--- src/rtl/logic_pkg.sv ---
// rtl/logic_pkg.sv - shared opcode and state types for the logic ALU
package logic_pkg;

    typedef enum logic [2:0] {
        OP_AND   = 3'd0,
        OP_OR    = 3'd1,
        OP_NAND  = 3'd2,
        OP_NOR   = 3'd3,
        OP_XOR   = 3'd4,
        OP_XNOR  = 3'd5,
        OP_PASS_A = 3'd6,
        OP_NOT_A = 3'd7
    } op_e;

    typedef enum logic [0:0] {
        S_IDLE  = 1'b0,
        S_ACCUM = 1'b1
    } state_e;

endpackage

--- src/rtl/logic_alu_if.sv ---
// rtl/logic_alu_if.sv - beat/result handshake bundle between producer, ALU and consumer
interface logic_alu_if #(
    parameter int WIDTH = 8,
    parameter int CNT_W = 8
);
    logic             in_valid;
    logic             in_ready;
    logic [WIDTH-1:0] a;
    logic [WIDTH-1:0] b;
    logic [2:0]       op;
    logic             acc_mode;
    logic             last;
    logic             out_valid;
    logic             out_ready;
    logic [WIDTH-1:0] y;
    logic             zero;
    logic             parity;
    logic [CNT_W-1:0] beats;

    modport master (
        output in_valid, a, b, op, acc_mode, last, out_ready,
        input  in_ready, out_valid, y, zero, parity, beats
    );

    modport slave (
        input  in_valid, a, b, op, acc_mode, last, out_ready,
        output in_ready, out_valid, y, zero, parity, beats
    );
endinterface

--- src/rtl/logic_op_fn.sv ---
// rtl/logic_op_fn.sv - combinational bitwise function unit shared by both FSM states
module logic_op_fn
    import logic_pkg::*;
#(
    parameter int WIDTH = 8
) (
    input  logic [WIDTH-1:0] x,
    input  logic [WIDTH-1:0] z,
    input  op_e              op,
    output logic [WIDTH-1:0] r
);
    always_comb begin
        r = '0;
        case (op)
            OP_AND:    r = x & z;
            OP_OR:     r = x | z;
            OP_NAND:   r = ~(x & z);
            OP_NOR:    r = ~(x | z);
            OP_XOR:    r = x ^ z;
            OP_XNOR:   r = ~(x ^ z);
            OP_PASS_A: r = x;
            OP_NOT_A:  r = ~x;
            default:   r = '0;
        endcase
    end
endmodule

--- src/rtl/logic_alu.sv ---
// rtl/logic_alu.sv - registered bitwise ALU with handshakes and packet accumulate mode
module logic_alu
    import logic_pkg::*;
#(
    parameter int WIDTH = 8,
    parameter int CNT_W = 8
) (
    input  logic       clk,
    input  logic       rst_n,
    logic_alu_if.slave bus
);
    state_e           state;
    logic [WIDTH-1:0] acc;
    logic [CNT_W-1:0] cnt;
    op_e              op_q;

    logic             valid_q;
    logic [WIDTH-1:0] y_q;
    logic             zero_q;
    logic             parity_q;
    logic [CNT_W-1:0] beats_q;

    logic [WIDTH-1:0] fn_x;
    logic [WIDTH-1:0] fn_z;
    op_e              fn_op;
    logic [WIDTH-1:0] fn_r;
    logic             accept;
    logic [CNT_W-1:0] cnt_next;

    // One function unit: live operands in IDLE, running fold in ACCUM
    assign fn_x  = (state == S_IDLE) ? bus.a : acc;
    assign fn_z  = (state == S_IDLE) ? bus.b : bus.a;
    assign fn_op = (state == S_IDLE) ? op_e'(bus.op) : op_q;

    logic_op_fn #(.WIDTH(WIDTH)) u_fn (
        .x  (fn_x),
        .z  (fn_z),
        .op (fn_op),
        .r  (fn_r)
    );

    assign bus.in_ready = rst_n && (!valid_q || bus.out_ready);
    assign accept       = bus.in_valid && bus.in_ready;
    assign cnt_next     = (&cnt) ? cnt : cnt + CNT_W'(1);

    always_ff @(posedge clk) begin
        if (!rst_n) begin
            state    <= S_IDLE;
            acc      <= '0;
            cnt      <= '0;
            op_q     <= OP_AND;
            valid_q  <= 1'b0;
            y_q      <= '0;
            zero_q   <= 1'b0;
            parity_q <= 1'b0;
            beats_q  <= '0;
        end else begin
            if (valid_q && bus.out_ready) begin
                valid_q <= 1'b0;
            end
            if (accept) begin
                if (state == S_IDLE && bus.acc_mode && !bus.last) begin
                    acc   <= fn_r;
                    op_q  <= op_e'(bus.op);
                    cnt   <= CNT_W'(1);
                    state <= S_ACCUM;
                end else if (state == S_ACCUM && !bus.last) begin
                    acc <= fn_r;
                    cnt <= cnt_next;
                end else begin
                    // Result load wins over the consumer accept on the same edge
                    valid_q  <= 1'b1;
                    y_q      <= fn_r;
                    zero_q   <= (fn_r == '0);
                    parity_q <= ^fn_r;
                    beats_q  <= (state == S_IDLE) ? CNT_W'(1) : cnt_next;
                    state    <= S_IDLE;
                end
            end
        end
    end

    assign bus.out_valid = valid_q;
    assign bus.y         = y_q;
    assign bus.zero      = zero_q;
    assign bus.parity    = parity_q;
    assign bus.beats     = beats_q;
endmodule

--- src/flat_wrapper.sv ---
// flat-port wrapper written by rule: the top's interface ports become plain ports
module logic_alu_flat import logic_pkg::*;
#(
    parameter int WIDTH = 8,
    parameter int CNT_W = 8
)
  (clk, rst_n, bus_in_valid, bus_a, bus_b, bus_op, bus_acc_mode, bus_last, bus_out_ready, bus_in_ready, bus_out_valid, bus_y, bus_zero, bus_parity, bus_beats);
  logic_alu_if #(.WIDTH(WIDTH), .CNT_W(CNT_W)) bus_i ();
  input  logic clk;
  input  logic rst_n;
  input wire logic [$bits(bus_i.in_valid)-1:0] bus_in_valid;
  input wire logic [$bits(bus_i.a)-1:0] bus_a;
  input wire logic [$bits(bus_i.b)-1:0] bus_b;
  input wire logic [$bits(bus_i.op)-1:0] bus_op;
  input wire logic [$bits(bus_i.acc_mode)-1:0] bus_acc_mode;
  input wire logic [$bits(bus_i.last)-1:0] bus_last;
  input wire logic [$bits(bus_i.out_ready)-1:0] bus_out_ready;
  output wire logic [$bits(bus_i.in_ready)-1:0] bus_in_ready;
  output wire logic [$bits(bus_i.out_valid)-1:0] bus_out_valid;
  output wire logic [$bits(bus_i.y)-1:0] bus_y;
  output wire logic [$bits(bus_i.zero)-1:0] bus_zero;
  output wire logic [$bits(bus_i.parity)-1:0] bus_parity;
  output wire logic [$bits(bus_i.beats)-1:0] bus_beats;
  assign bus_i.in_valid = bus_in_valid;
  assign bus_i.a = bus_a;
  assign bus_i.b = bus_b;
  assign bus_i.op = bus_op;
  assign bus_i.acc_mode = bus_acc_mode;
  assign bus_i.last = bus_last;
  assign bus_i.out_ready = bus_out_ready;
  assign bus_in_ready = bus_i.in_ready;
  assign bus_out_valid = bus_i.out_valid;
  assign bus_y = bus_i.y;
  assign bus_zero = bus_i.zero;
  assign bus_parity = bus_i.parity;
  assign bus_beats = bus_i.beats;
  logic_alu #(.WIDTH(WIDTH), .CNT_W(CNT_W)) u_core (.clk(clk), .rst_n(rst_n), .bus(bus_i));
endmodule
--- config.mk ---
export PLATFORM = sky130hd
export DESIGN_NAME = logic_alu_flat
export DESIGN_NICKNAME = d
export VERILOG_FILES = /design/src/rtl/logic_pkg.sv /design/src/rtl/logic_alu_if.sv /design/src/rtl/logic_op_fn.sv /design/src/rtl/logic_alu.sv /design/src/flat_wrapper.sv
export SDC_FILE = /design/constraint.sdc
export NUM_CORES = 1
export LEC_CHECK = 0
export CORE_AREA = 2 2 112 114
export CTS_CLUSTER_SIZE = 16
export DETAILED_ROUTE_END_ITERATION = 8
export DIE_AREA = 0 0 114 116
export PLACE_DENSITY_LB_ADDON = 0.2
export SLEW_MARGIN = 10
export SYNTH_ARGS = -nofsm -noshare
export SYNTH_HDL_FRONTEND = slang
export SYNTH_SLANG_ARGS = --single-unit
--- constraint.sdc ---
create_clock -name clk -period 5.1 [get_ports clk]
set_input_delay 1.275 -clock clk [delete_from_list [all_inputs] [get_ports clk]]
set_output_delay 1.275 -clock clk [all_outputs]
set_load 0.005 [all_outputs]
==> flow_summary.ini <==
[timing]
setup_viol = 0
slew_headroom_pct = 31.1
tns_ns = 0
whs_ns = 0.452
min_period_ns = 3.90
finalClockSkew_ns = 0.00747
maxSlewViolCount = 0
rsz0062_at_grt = false
hold_viol = 0
worst_pin_slew_ns = 1.03
fin_crit_sh_pct = 76.5
fmax_mhz = 256

[power_and_ir_drop]
internal_power_mw = 0.623
p_leak_nw = 1.41
p_switching_mw = 0.240
power_density_mw_per_mm2 = 240
power_frac_comb_pct = 26.5
power_frac_clock_pct = 34.6
switching_share_pct = 27.8
max-vdd-ir-drop_mv = 0.132
pwr-share-seq_pct = 38.9

[yosys]
syn-instance-count = 334
yosysUniqueCellTypes = 47
syn-cell-area_mm2 = 0.00292
async_flop_share_pct = 0
ys_ff_latch = 39
synth-main-ff-cell = dfxtp_1
synth_largest_area_cell = dfxtp_1
syn_nets = 380
synth_area_per_cell_um2 = 8.75
ys_warn_count = 0
synth-edff-count = 0
synth_area_leaders = dfxtp_1 27%, mux2i_1 17%, ha_1 9.0%, xnor2_1 4.5%, o21ai_0 3.9%
yosysTopAreaCellShare_pct = 26.7
yosysSeqAreaShare_pct = 26.7

[clocking]
cts_resized = 0
cts_buffers = 5
insertion_delay_ns = 0.28
path_clk_slew_ns = 0.05
ctsHoldBuffers = 0
cts_tree = yes
cts_max_level = 2
cts-root-buf = clkbuf_16
clk_path_buf_depth = 2
cts_num_sinks = 39
post_cts_buffers = 0

[run]
cap_viol_max_count = 0

[min_path]
hold_class = flop to flop
holdPathStages = 2
hold_end = u_core.bus.y[1]
hp-start = u_core.bus.y[1]

[route]
wl_per_cell_um = 14.4
dr.pass1.iters = 4
drc = 0
drtIter0Drc = 61
vias = 2437
ant_nets = 0
drt_wl_total_um = 7400
via_per_inst = 4.73

[floorplan]
initial_utilization_pct = 24.5
die_h_um = 116
die_w_um = 114
num_rows = 40
core_area_mm2 = 0.0119
ios = 45
die_area_mm2 = 0.0132

[setup_path]
path_buf_inv = 2
cp-end-kind = output pin
path_cells = clkdlybuf4s50_1, nand2b_1, and2_1, clkdlybuf4s50_1
cp_common_cell = clkdlybuf4s50_1
cp-start-kind = input pin
r2r_end = u_core.bus.parity
cp.arrival_ns = 2.63
slowest_stage = clkdlybuf4s50_1
r2r-start = u_core.state
crit_fanout = 7
rrSetupSlack_ns = 1.88
max_stage_delay_ns = 0.50
ff2ff_path_depth = 11
cpLargestDelayFamily = buffers and inverters
cp.required_ns = 3.83
crit_type = input pin to output pin

[placement]
portBuffers = 44
place.gp.congestion = 0.788
placed_cells = 507
dpl.hpwl_um = 5600

[grt]
use_met1_pct = 14.6
groute.usage.overall_pct = 11.7
use_met2_pct = 20.6
grt_pass1_wl_um = 12200
grt_max_degree = 28
met3_usage_pct = 2.14
antenna_found_initial = 0
busiest_layer = met2
grt_overflow = 0
grt_pass1_vias = 2492

[cells_and_area]
antenna_cells = 0
fin_util_pct = 30.2
nNetsFinal = 413
syn_to_final_growth_pct = 23.0
layout.cells.non_filler = 515
drive_gt1_share_pct = 7.88

[run_status]
status = completed
==> area by class of cell <==
cell class              count  area (um^2)
fillers                  1279         8320
repair buffers             49          478
flip-flops and latches     39          782
clock inverters             1         5.00
multi-input cells         245         1910
clock buffers               7          133
inverters                  27          101
well taps                 147          184
==> metal layers <==
layer	vias to the layer above	part of all wire, %
met5	-	0
met4	0	0.49
met3	2	3.3
met2	45	48
met1	1138	48
li1	1252	-
==> worst min-delay path, delay by kind of cell, from the launching register on <==
family	cells	cell delay (ns)
flip-flops	1	0.31
AO/OA/AOI/OAI	1	0.05
AND/OR/NAND/NOR	1	0.05
==> registers in the layout, indices dropped and copies added (netlist names) <==
signal	flops
u_core.bus.y	8
u_core.op_q	3
u_core.state	1
u_core.bus.parity	1
u_core.bus.out_valid	1
u_core.bus.zero	1
u_core.acc	8
u_core.cnt	8
u_core.bus.beats	8
==> Yosys cell counts, types with 4 or more instances <==
cell and number:
mux2i_1 51, a22o_1 4, buf_2 7, a21o_1 4, a21oi_1 9, xor2_1 6
nor2_1 11, nor3_1 4, nand4_1 7, nand2_1 18, a211oi_1 4, o21ai_1 8
nand3_1 19, inv_1 26, xnor2_1 15, clkbuf_1 8, dfxtp_1 39, o21ai_0 23
ha_1 21, buf_4 5
==> cells by family after synthesis <==
group | count (synthesis) | synth area share, %
multiplexers | 59 | 21.6
AND/OR/NAND/NOR | 77 | 13.7
flip-flops | 39 | 26.7
adder cells (fa/ha/maj) | 21 | 8.99
buffers and inverters | 50 | 7.92
XOR/XNOR | 21 | 6.30
AO/OA/AOI/OAI | 67 | 14.7
==> worst max-delay path by stage <==
stage | start | depth (start not counted) | to
after floorplan | bus_a[4] | 10 | u_core.bus.parity
after global placement | bus_op[0] | 9 | u_core.bus.parity
after detailed placement | bus_op[0] | 9 | u_core.bus.parity
after CTS | bus_out_ready | 4 | bus_in_ready
after global routing | bus_op[0] | 9 | u_core.bus.parity
final | bus_out_ready | 4 | bus_in_ready
==> power groups by stage <==
| stage | registers (mW) | clock network, mW | logic, mW |
|---|---|---|---|
| floorplan | 0.336 | 0 | 0.157 |
| global placement | 0.344 | 0 | 0.230 |
| detailed placement | 0.343 | 0 | 0.231 |
| CTS | 0.337 | 0.308 | 0.233 |
| global route | 0.338 | 0.322 | 0.259 |
| finish | 0.336 | 0.299 | 0.228 |
==> through the flow <==
stage	setup WS (ns)	cell area, um^2	total power [mW]
3_3_place_gp	1.11	3450	0.573
5_1_grt	1.05	3590	0.919
2_1_floorplan	1.87	2920	0.493
3_5_place_dp	1.02	3450	0.574
6_report	1.20	3590	0.863
4_1_cts	1.18	3590	0.877
==> layout by cell type (no fill, tap or decap), types with 11 or more instances in the layout <==
cell             instances
dfxtp_1                 38
o21ai_0                 23
inv_1                   26
xnor2_1                 15
mux2i_1                 51
nand3_1                 19
nor2_1                  11
ha_1                    21
clkdlybuf4s50_1         44
nand2_1                 18
No activity file was read; power rests on OpenSTA's default activity.
